### src/rtl/lights_pkg.sv
// Shared colour table, FSM encoding and RGB decode helper for the
// lights selector/decoder pair.
package lights_pkg;

    localparam logic [23:0] RGB_BLACK   = 24'h000000;
    localparam logic [23:0] RGB_BLUE    = 24'h0000FF;
    localparam logic [23:0] RGB_GREEN   = 24'h00FF00;
    localparam logic [23:0] RGB_CYAN    = 24'h00FFFF;
    localparam logic [23:0] RGB_RED     = 24'hFF0000;
    localparam logic [23:0] RGB_MAGENTA = 24'hFF00FF;
    localparam logic [23:0] RGB_YELLOW  = 24'hFFFF00;
    localparam logic [23:0] RGB_WHITE   = 24'hFFFFFF;

    localparam logic [2:0] CODE_WHITE = 3'd7;

    typedef enum logic [1:0] {
        UNLOCKED,
        SETTLING,
        LOCKED
    } state_t;

    // Returns {legal, code}; illegal words map to 4'b0000.
    function automatic logic [3:0] rgb_to_code(input logic [23:0] rgb);
        logic [3:0] r;
        case (rgb)
            RGB_BLACK:   r = 4'b1000;
            RGB_BLUE:    r = 4'b1001;
            RGB_GREEN:   r = 4'b1010;
            RGB_CYAN:    r = 4'b1011;
            RGB_RED:     r = 4'b1100;
            RGB_MAGENTA: r = 4'b1101;
            RGB_YELLOW:  r = 4'b1110;
            RGB_WHITE:   r = 4'b1111;
            default:     r = 4'b0000;
        endcase
        return r;
    endfunction

endpackage

### src/rtl/lights_seq_check.sv
// Decides whether a colour change follows the selector's 1..6 cycle,
// with white acting as a wildcard on either side.
module lights_seq_check
    import lights_pkg::*;
(
    input  logic [2:0] prev_code,
    input  logic [2:0] new_code,
    input  logic       valid,
    output logic       in_order
);

    logic [2:0] succ;
    logic       in_cycle;

    always_comb begin
        succ     = (prev_code == 3'd6) ? 3'd1 : prev_code + 3'd1;
        in_cycle = (prev_code != 3'd0) && (prev_code != CODE_WHITE);
        in_order = !valid
                || (prev_code == CODE_WHITE)
                || (new_code == CODE_WHITE)
                || (in_cycle && (new_code == succ));
    end

endmodule

### src/rtl/lights_decoder.sv
// Debouncing RGB->code monitor for the lights bus: accepts stable
// words, flags illegal ones and checks colour ordering.
module lights_decoder
    import lights_pkg::*;
#(
    parameter int STABLE_CYCLES = 2,
    parameter int CNT_W         = 8
) (
    input  logic             clk,
    input  logic             rst,
    input  logic [23:0]      light,
    output logic [2:0]       colour,
    output logic             white,
    output logic             valid,
    output logic             unknown,
    output logic             seq_err,
    output logic [CNT_W-1:0] changes
);

    localparam int          SW   = $clog2(STABLE_CYCLES + 1);
    localparam logic [SW-1:0] STAB = SW'(STABLE_CYCLES);

    state_t        state;
    logic [23:0]   sample;
    logic [23:0]   cand;
    logic [23:0]   acc;
    logic [SW-1:0] stab_cnt;

    logic [3:0]    lut;
    logic [SW-1:0] n_cnt;
    logic          active;
    logic          accept;
    logic          in_order;

    // The sample itself is the candidate whenever acceptance fires,
    // so the decode can come straight from the sample register.
    always_comb begin
        lut    = rgb_to_code(sample);
        n_cnt  = SW'(1);
        active = 1'b0;
        case (state)
            UNLOCKED: active = 1'b1;
            SETTLING: begin
                active = 1'b1;
                if (sample == cand)
                    n_cnt = stab_cnt + SW'(1);
            end
            LOCKED:   active = (sample != acc);
            default:  active = 1'b0;
        endcase
        accept = active && (n_cnt >= STAB);
    end

    lights_seq_check u_seq (
        .prev_code (colour),
        .new_code  (lut[2:0]),
        .valid     (valid),
        .in_order  (in_order)
    );

    always_ff @(posedge clk) begin
        if (rst) begin
            state    <= UNLOCKED;
            sample   <= '0;
            cand     <= '0;
            acc      <= '0;
            stab_cnt <= '0;
            colour   <= '0;
            white    <= 1'b0;
            valid    <= 1'b0;
            unknown  <= 1'b0;
            seq_err  <= 1'b0;
            changes  <= '0;
        end else begin
            sample  <= light;
            unknown <= 1'b0;
            if (accept) begin
                cand     <= sample;
                stab_cnt <= '0;
                if (!lut[3]) begin
                    unknown <= 1'b1;
                    state   <= valid ? LOCKED : UNLOCKED;
                end else begin
                    acc   <= sample;
                    state <= LOCKED;
                    if (!valid) begin
                        colour <= lut[2:0];
                        white  <= (lut[2:0] == CODE_WHITE);
                        valid  <= 1'b1;
                    end else if (lut[2:0] != colour) begin
                        colour  <= lut[2:0];
                        white   <= (lut[2:0] == CODE_WHITE);
                        changes <= changes + CNT_W'(1);
                        if (!in_order)
                            seq_err <= 1'b1;
                    end
                end
            end else if (active) begin
                state    <= SETTLING;
                cand     <= sample;
                stab_cnt <= n_cnt;
            end
        end
    end

endmodule

### config.mk
export PLATFORM = sky130hd
export DESIGN_NAME = lights_decoder
export DESIGN_NICKNAME = d
export VERILOG_FILES = /design/src/rtl/lights_pkg.sv /design/src/rtl/lights_seq_check.sv /design/src/rtl/lights_decoder.sv
export SDC_FILE = /design/constraint.sdc
export NUM_CORES = 1
export LEC_CHECK = 0
export CAP_MARGIN = 10
export CORE_MARGIN = 3
export CORE_UTILIZATION = 45
export CTS_CLUSTER_DIAMETER = 50
export DETAILED_ROUTE_END_ITERATION = 8
export PLACE_DENSITY = 0.78
export REMOVE_ABC_BUFFERS = 1
export SYNTH_ARGS = -nofsm -noshare
export SYNTH_HDL_FRONTEND = slang
export SYNTH_SLANG_ARGS = --single-unit
### constraint.sdc
create_clock -name clk -period 2.6 [get_ports clk]
set_input_delay 0.39 -clock clk [delete_from_list [all_inputs] [get_ports clk]]
set_output_delay 0.39 -clock clk [all_outputs]
set_load 0.005 [all_outputs]
# --- Word level (Yosys, flattened, before mapping) ---
# Index checks and enable logic that the tools add are counted.
totals:
  regBits: 91
  output_inout_bits: 15
  ram_bits: 0
  romBits: 0
  in_bits: 26
  latchBits: 0
  memories: 0
  wordCells: 69
op_classes:
  n_lt_le_gt_ge: 1
  addsub: 3
  multipliers: 0
  div_mod_pow: 0
  n_reduce_logical: 18
  n_bitwise: 2
  muxes: 16
  eq_ne: 18
  shifts: 0
ops:
  columns: ["cell", "count"]
  rows:
  - ["== test 24 bit, second input constant", 4]
  - ["== test 24 x 16 -> 1 bit, second input constant", 2]
  - ["two-way mux 24 bit", 2]
  - ["one-hot mux 4 bit (8 select lines)", 1]
  - ["== test 24 bit", 1]
  - ["== test 24 x 8 -> 1 bit, second input constant", 1]
  - ["logical NOT 24 bit", 1]
  - ["!= test 24 bit", 1]
  - ["two-way mux 2 bit", 6]
  - ["== test 3 bit, second input constant", 3]
  - ["two-way mux 3 bit", 3]
  - ["adder 8 x 1 -> 8 bit, second input constant", 1]
  - ["OR reduction 2 bit", 3]
  - ["AND reduction 5 bit", 1]
  - ["AND reduction 4 bit", 1]
  - ["adder 3 x 1 -> 3 bit, second input constant", 1]
  - ["== test 3 bit", 1]
  - ["logical AND 1 bit", 3]
  - ["logical OR 1 bit", 3]
  - ["two-way mux 1 bit", 3]
  - ["!= test 3 bit", 1]
  - ["!= test 3 bit, second input constant", 1]
  - ["AND reduction 3 bit", 1]
  - ["nonzero test 3 bit", 1]
  - ["other kinds (11)", 12]

# --- Logic depth before layout (Yosys ltp) ---
logic_depth:
  ltp_word: 7
  depth_mapped: 9
  ltp_nobuf: 7

# --- Cells and area by module ---
# From an unflattened synthesis, not the netlist that was laid out.
unflattened:
  hier_cells: 443
  hier_area_um2: 3988.8
modules_own_cells:
  columns: ["module", "seq_area_each_um2", "area_per_inst_um2", "n_inst", "cells_each"]
  rows:
  - ["lights_decoder", 1821.7, 3841.2, 1, 423]
  - ["lights_seq_check", 0.0, 147.6, 1, 20]

# --- Least setup slack after synthesis ---
# No wires, ideal clock.
synth_path:
  kind: "register -> register"
  start: "reg sample[7]"
  end: "reg changes[5]"
  arrival_ns: 2.396
  required_time_ns: 2.477
  setup_ns: 0.123
  n_path_buf: 2
  path_stages_with_launch: 10
  synth_period_minus_slack_ns: 2.520
  setup_slack_ns: 0.080
  path_cell_list: "dfxtp_1 -> nand4_1 -> or2_0 -> clkbuf_2 -> a222oi_1 -> and4_1 -> buf_4 -> nand2_4 -> a2111oi_4 -> mux2_1"
synth_between:
  elab_chain_len: 6
  elab_cells_between_ends: 18
  cone_classes: "1 x order compare; 10 x eq/ne; 4 x mux; 3 x reduce/logical"
synth_rtl:
  columns: ["element", "line_no", "text"]
  rows:
  - ["start: declaration", "lights_decoder.sv:24", "logic [23:0] sample;"]
  - ["start signal: assignment", "lights_decoder.sv:75", "sample <= light;"]
  - ["== test 24 bit", "lights_decoder.sv:45", "if (sample == cand)"]
  - ["two-way mux 2 bit", "lights_decoder.sv:45", null]
  - ["two-way mux 2 bit", "lights_decoder.sv:41", "case (state)"]
  - [">= comparator 2 bit", "lights_decoder.sv:51", "accept = active && (n_cnt >= STAB);"]
  - ["logical AND 1 bit", "lights_decoder.sv:51", null]
  - ["AND reduction 4 bit (no line) *", null, null]
  - ["end signal: assignment", "lights_decoder.sv:93", "changes <= changes + CNT_W'(1);"]
  - ["end: declaration", "lights_decoder.sv:17", "output logic [CNT_W-1:0] changes"]
# Every way passes the cells marked *; elsewhere a longest branch is shown, timed or not.
# A chain may end at the register's enable or synchronous reset.

# --- Final worst setup path ---
layout_path:
  start: "reg sample[19]"
  end: "reg white"
layout_between:
  elab_chain_len: 6
  elab_cells_between_ends: 22
  cone_classes: "1 x order compare; 12 x eq/ne; 6 x mux; 3 x reduce/logical"
layout_rtl:
  columns: ["element", "line_no", "text"]
  rows:
  - ["branches (longest 6 deep; another with == test 24 bit)", null, null]
  - ["end signal: assignment", "lights_decoder.sv:88", "white <= (lut[2:0] == CODE_WHITE);"]
  - ["end signal: assignment", "lights_decoder.sv:92", "white <= (lut[2:0] == CODE_WHITE);"]
  - ["end: declaration", "lights_decoder.sv:13", "output logic white,"]
# Several ways; the timed one is not identified. The select of a mux whose other input is x is not followed.

==> results_tabular.tex <==
\begin{tabular}{lr}
\hline
Metric & Value \\
\hline
\multicolumn{2}{l}{\textbf{Worst setup path}} \\
\quad FF-to-FF path depth & 7 \\
\quad Delay-heaviest family, CP & simple AND/OR/NAND/NOR gates \\
\quad CP Class & flop to flop \\
\quad Worst Path Required & 2.84 ns \\
\quad Critical Path Sink Type & flop \\
\quad Worst r2r dst & white \\
\quad Number of buffers and inverters on the critical path & 0 \\
\quad Critical path's slowest cell & or4\_1 \\
\quad Worst reg-to-reg setup slack & 0.09 ns \\
\quad Worst reg2reg startpoint & sample[19] \\
\quad Biggest fanout along the worst timing path & 8 \\
\quad Data arrival time at the worst-slack endpoint & 2.75 ns \\
\quad Series of cell instances along the critical path & nand4\_1 -> or2\_4 -> a221o\_1 -> and2\_4 -> a211oi\_4 -> a21oi\_2 -> or4\_1 \\
\quad Kind of start point of the critical path & flop \\
\quad Worst Setup SP & sample[19] \\
\quad Slowest Stage Delay on Critical Path & 0.48 ns \\
\multicolumn{2}{l}{\textbf{Floorplan}} \\
\quad Die Span X & 101 um \\
\quad Area inside the core boundary & 8760 um2 \\
\quad Die Outline Area & 10300 um2 \\
\quad Height of the die & 101 um \\
\quad Total number of placement rows & 34 \\
\quad Initial Util & 46.7\% \\
\quad IO Count & 41 \\
\multicolumn{2}{l}{\textbf{Place}} \\
\quad Sum of net half-perimeters after detailed placement & 6.74 mm \\
\quad Area of placed instances & 4790 um2 \\
\quad Last weighted congestion value of the routability-driven placer & 0.911 \\
\quad Placed Cells incl. Taps & 601 \\
\quad Number of buffers inserted by port buffering & 40 \\
\multicolumn{2}{l}{\textbf{Layout}} \\
\quad Utilization after layout & 58.1\% \\
\quad Number of standard cells in the layout, taps in and fillers out & 620 \\
\quad Net count, final & 535 \\
\quad Share of layout cells above drive strength 1 & 17.8\% \\
\quad Antenna fix cells & 0 \\
\quad Synthesis-to-layout area growth & 24.4\% \\
\quad Layout Cell Area excl Fill & 5090 um2 \\
\multicolumn{2}{l}{\textbf{Logic synthesis}} \\
\quad Leading post-synthesis cells by instance count & dfxtp\_1, nand2\_1, nor2\_1, a21oi\_1, nor2b\_1 \\
\quad Share of the synthesized area in the top cell type & 44.5\% \\
\quad Synth Area in XOR/XNOR & 10.3\% \\
\quad Synthesized flop and latch total & 91 \\
\quad YS warnings & 0 \\
\quad Synth unique cells & 54 \\
\quad Area of the mapped netlist & 4090 um2 \\
\quad Dominant combinational cell family by area after synthesis & simple AND/OR/NAND/NOR gates \\
\quad Adder-cell share of the synthesized area & 0.611\% \\
\quad Proportion of synthesized chip area in sequential cells & 44.5\% \\
\quad Post-Synth Simple-Gate Area & 22.0\% \\
\quad Number of cells produced by synthesis & 440 \\
\quad Number of synthesized flops with an enable pin & 0 \\
\quad Mean post-synth cell area & 9.30 um2 \\
\quad Share of the synthesized area in compound gates (AO/OA/AOI/OAI) & 10.6\% \\
\quad Top cell type by total area after synthesis & dfxtp\_1 \\
\quad Predominant post-synthesis flop cell & dfxtp\_1 \\
\quad Cell with the most instances after synthesis & dfxtp\_1 \\
\quad Share of synthesized area spent on multiplexers & 8.53\% \\
\quad Synth top area cells & dfxtp\_1, xnor2\_1, mux2i\_1 \\
\quad Share of synthesized registers carrying an async set or reset & 0\% \\
\multicolumn{2}{l}{\textbf{Run}} \\
\quad Maximum Capacitance Violations & 0 \\
\multicolumn{2}{l}{\textbf{STA}} \\
\quad Max Freq & 398 MHz \\
\quad Worst Clk Skew & 0.00984 ns \\
\quad Post-layout min period & 2.51 ns \\
\quad Final number of setup-violating endpoints & 0 \\
\quad Worst rel slew slack & 61.4\% \\
\quad Max-slew violation total from the final report & 0 \\
\quad Fin. Hold Viols & 0 \\
\quad Fin crit share & 96.6\% \\
\quad RSZ-0062 raised after global routing & yes \\
\quad Slew at the pin closest to its max-slew limit & 0.579 ns \\
\multicolumn{2}{l}{\textbf{Worst hold path}} \\
\quad Worst hold path startpoint & rst \\
\quad Hold Path End & colour[1] \\
\quad Worst hold path depth & 2 \\
\quad Tightest Hold Check Type & input pin to flop \\
\multicolumn{2}{l}{\textbf{Global routing}} \\
\quad Wire length of the first global-routing pass & 15.1 mm \\
\quad Total routing usage reported by global routing & 18.7\% \\
\quad Number of antenna violations at the first check in global routing & 0 \\
\quad Largest net degree at the start of global routing & 46 \\
\quad Number of global-route vias before repair & 3136 \\
\quad Overflow left after global routing & 0 \\
\multicolumn{2}{l}{\textbf{CTS}} \\
\quad CTS clk-pin slew, worst paths & 0.09 ns \\
\quad Number of clock sinks & 91 \\
\quad Hold-fix buffers, CTS & 0 \\
\quad Total clock buffers created by CTS & 9 \\
\quad Maximum buffer depth of the clock tree & 2 \\
\quad Root buffer cell & clkbuf\_8 \\
\quad Worst skew pair latency & 0.37 ns \\
\quad Htree depth & 3 \\
\quad CTS tree & yes \\
\multicolumn{2}{l}{\textbf{Drt}} \\
\quad DRC marker count from the first detailed-route iteration & 240 \\
\quad Detailed-route vias per instance & 5.37 \\
\quad Wirelength per Cell & 15.4 um \\
\quad Detailed-router iteration count before antenna repair & 4 \\
\quad Routed Wire Length & 9.57 mm \\
\quad Remaining DRCs & 0 \\
\quad Antenna viol nets, final & 0 \\
\quad Via count & 3327 \\
\multicolumn{2}{l}{\textbf{Power}} \\
\quad Static leakage power & 1.87 nW \\
\quad Total Power & 0.00271 W \\
\quad Combinational share of power & 8.4\% \\
\quad Net load switching power & 0.000655 W \\
\quad Internal power & 0.00206 W \\
\quad Clk pwr share & 37.3\% \\
\quad Sequential fraction of design power & 54.3\% \\
\quad Power per cell area & 532 nW/um2 \\
\quad VDD IR max & 0.266 mV \\
\quad Fraction of power spent switching nets & 24.2\% \\
\multicolumn{2}{l}{\textbf{Run status}} \\
\quad Outcome & complete, no violations \\
\hline
\end{tabular}
-- power groups by stage --
stage                     Clock, W  Combinational (W)  Sequential, W
after CTS                  0.00102           0.000219        0.00147
final                      0.00101           0.000227        0.00147
after global placement           0           0.000213        0.00150
after global routing       0.00107           0.000249        0.00148
after detailed placement         0           0.000216        0.00150
after floorplan                  0          0.0000997        0.00150
-- worst reg2reg max path, cell delays in order, from the launching register on --
cell,delay [ns]
dfxtp_1,0.41
nand4_1,0.15
or2_4,0.29
a221o_1,0.34
and2_4,0.18
a211oi_4,0.44
a21oi_2,0.11
or4_1,0.48
-- registers in the layout, summed over array words and instances, names as in the netlist --
| register | flops |
|---|---|
| colour | 3 |
| seq_err | 1 |
| white | 1 |
| acc | 24 |
| cand | 24 |
| state | 2 |
| changes | 8 |
| stab_cnt | 2 |
| unknown | 1 |
| valid | 1 |
| sample | 24 |
-- routing by layer --
layer	global-route usage, %	routed length (um)	up-vias
li1	-	-	1645
met1	24.4	4350	1580
met2	30.9	4530	87
met3	3.37	467	15
met4	7.26	218	0
met5	0	0	-
-- through the flow --
stage          setup WS, ns  hold WS (ns)  setup TNS, ns
2_1_floorplan        0.0460         0.442              0
3_3_place_gp       -0.00892         0.454        -0.0291
3_5_place_dp        -0.0842         0.460         -0.291
4_1_cts            0.000660         0.336              0
5_1_grt             -0.0452         0.352         -0.107
6_report             0.0888         0.345              0
-- worst max-delay path by stage --
stage / endpoint / depth (start not counted)
after global placement: changes[4] / 8
after global routing: white / 8
after CTS: white / 7
after detailed placement: white / 7
after floorplan: changes[5] / 7
final: white / 7
-- what timing repair did --
action | 4_1_cts | 5_1_grt
pin swaps | 1 | 11
endpoints found under the setup margin | 6 | 24
buffers inserted | 0 | 3
endpoints found under the hold margin | 0 | 0
gates resized for setup | 3 | 21
-- area by class of cell --
| type | instances | area [um2] |
|---|---|---|
| Inverter | 6 | 22.5 |
| Multi-Input combinational cell | 320 | 2180 |
| Timing Repair Buffer | 79 | 701 |
| Tap cell | 108 | 135 |
| Sequential cell | 91 | 1840 |
| Clock buffer | 11 | 151 |
| Clock inverter | 5 | 60.1 |
| Fill cell | 751 | 3670 |
-- kinds of logic (layout without fill, tap and decap cells) --
logic type,count (synthesis),in the layout
compound gates,60,60
fa+ha+maj,2,2
xor+xnor,48,48
mux,34,34
flops,91,91
simple gates,176,176
buf+inv,29,101
-- cell usage in the layout (no fill, tap or decap), types with 9 or more instances in the layout --
cell type and count:
a21oi_1 34, xnor2_1 32, xor2_1 16, mux2i_1 27
dfxtp_1 79, nand3_1 9, buf_4 38, dfxtp_2 10
clkdlybuf4s50_1 39, nor2_1 40, nor2b_1 33, nand2_1 44
nand4_1 14, clkbuf_8 11
(Power assumes the default switching activity.)
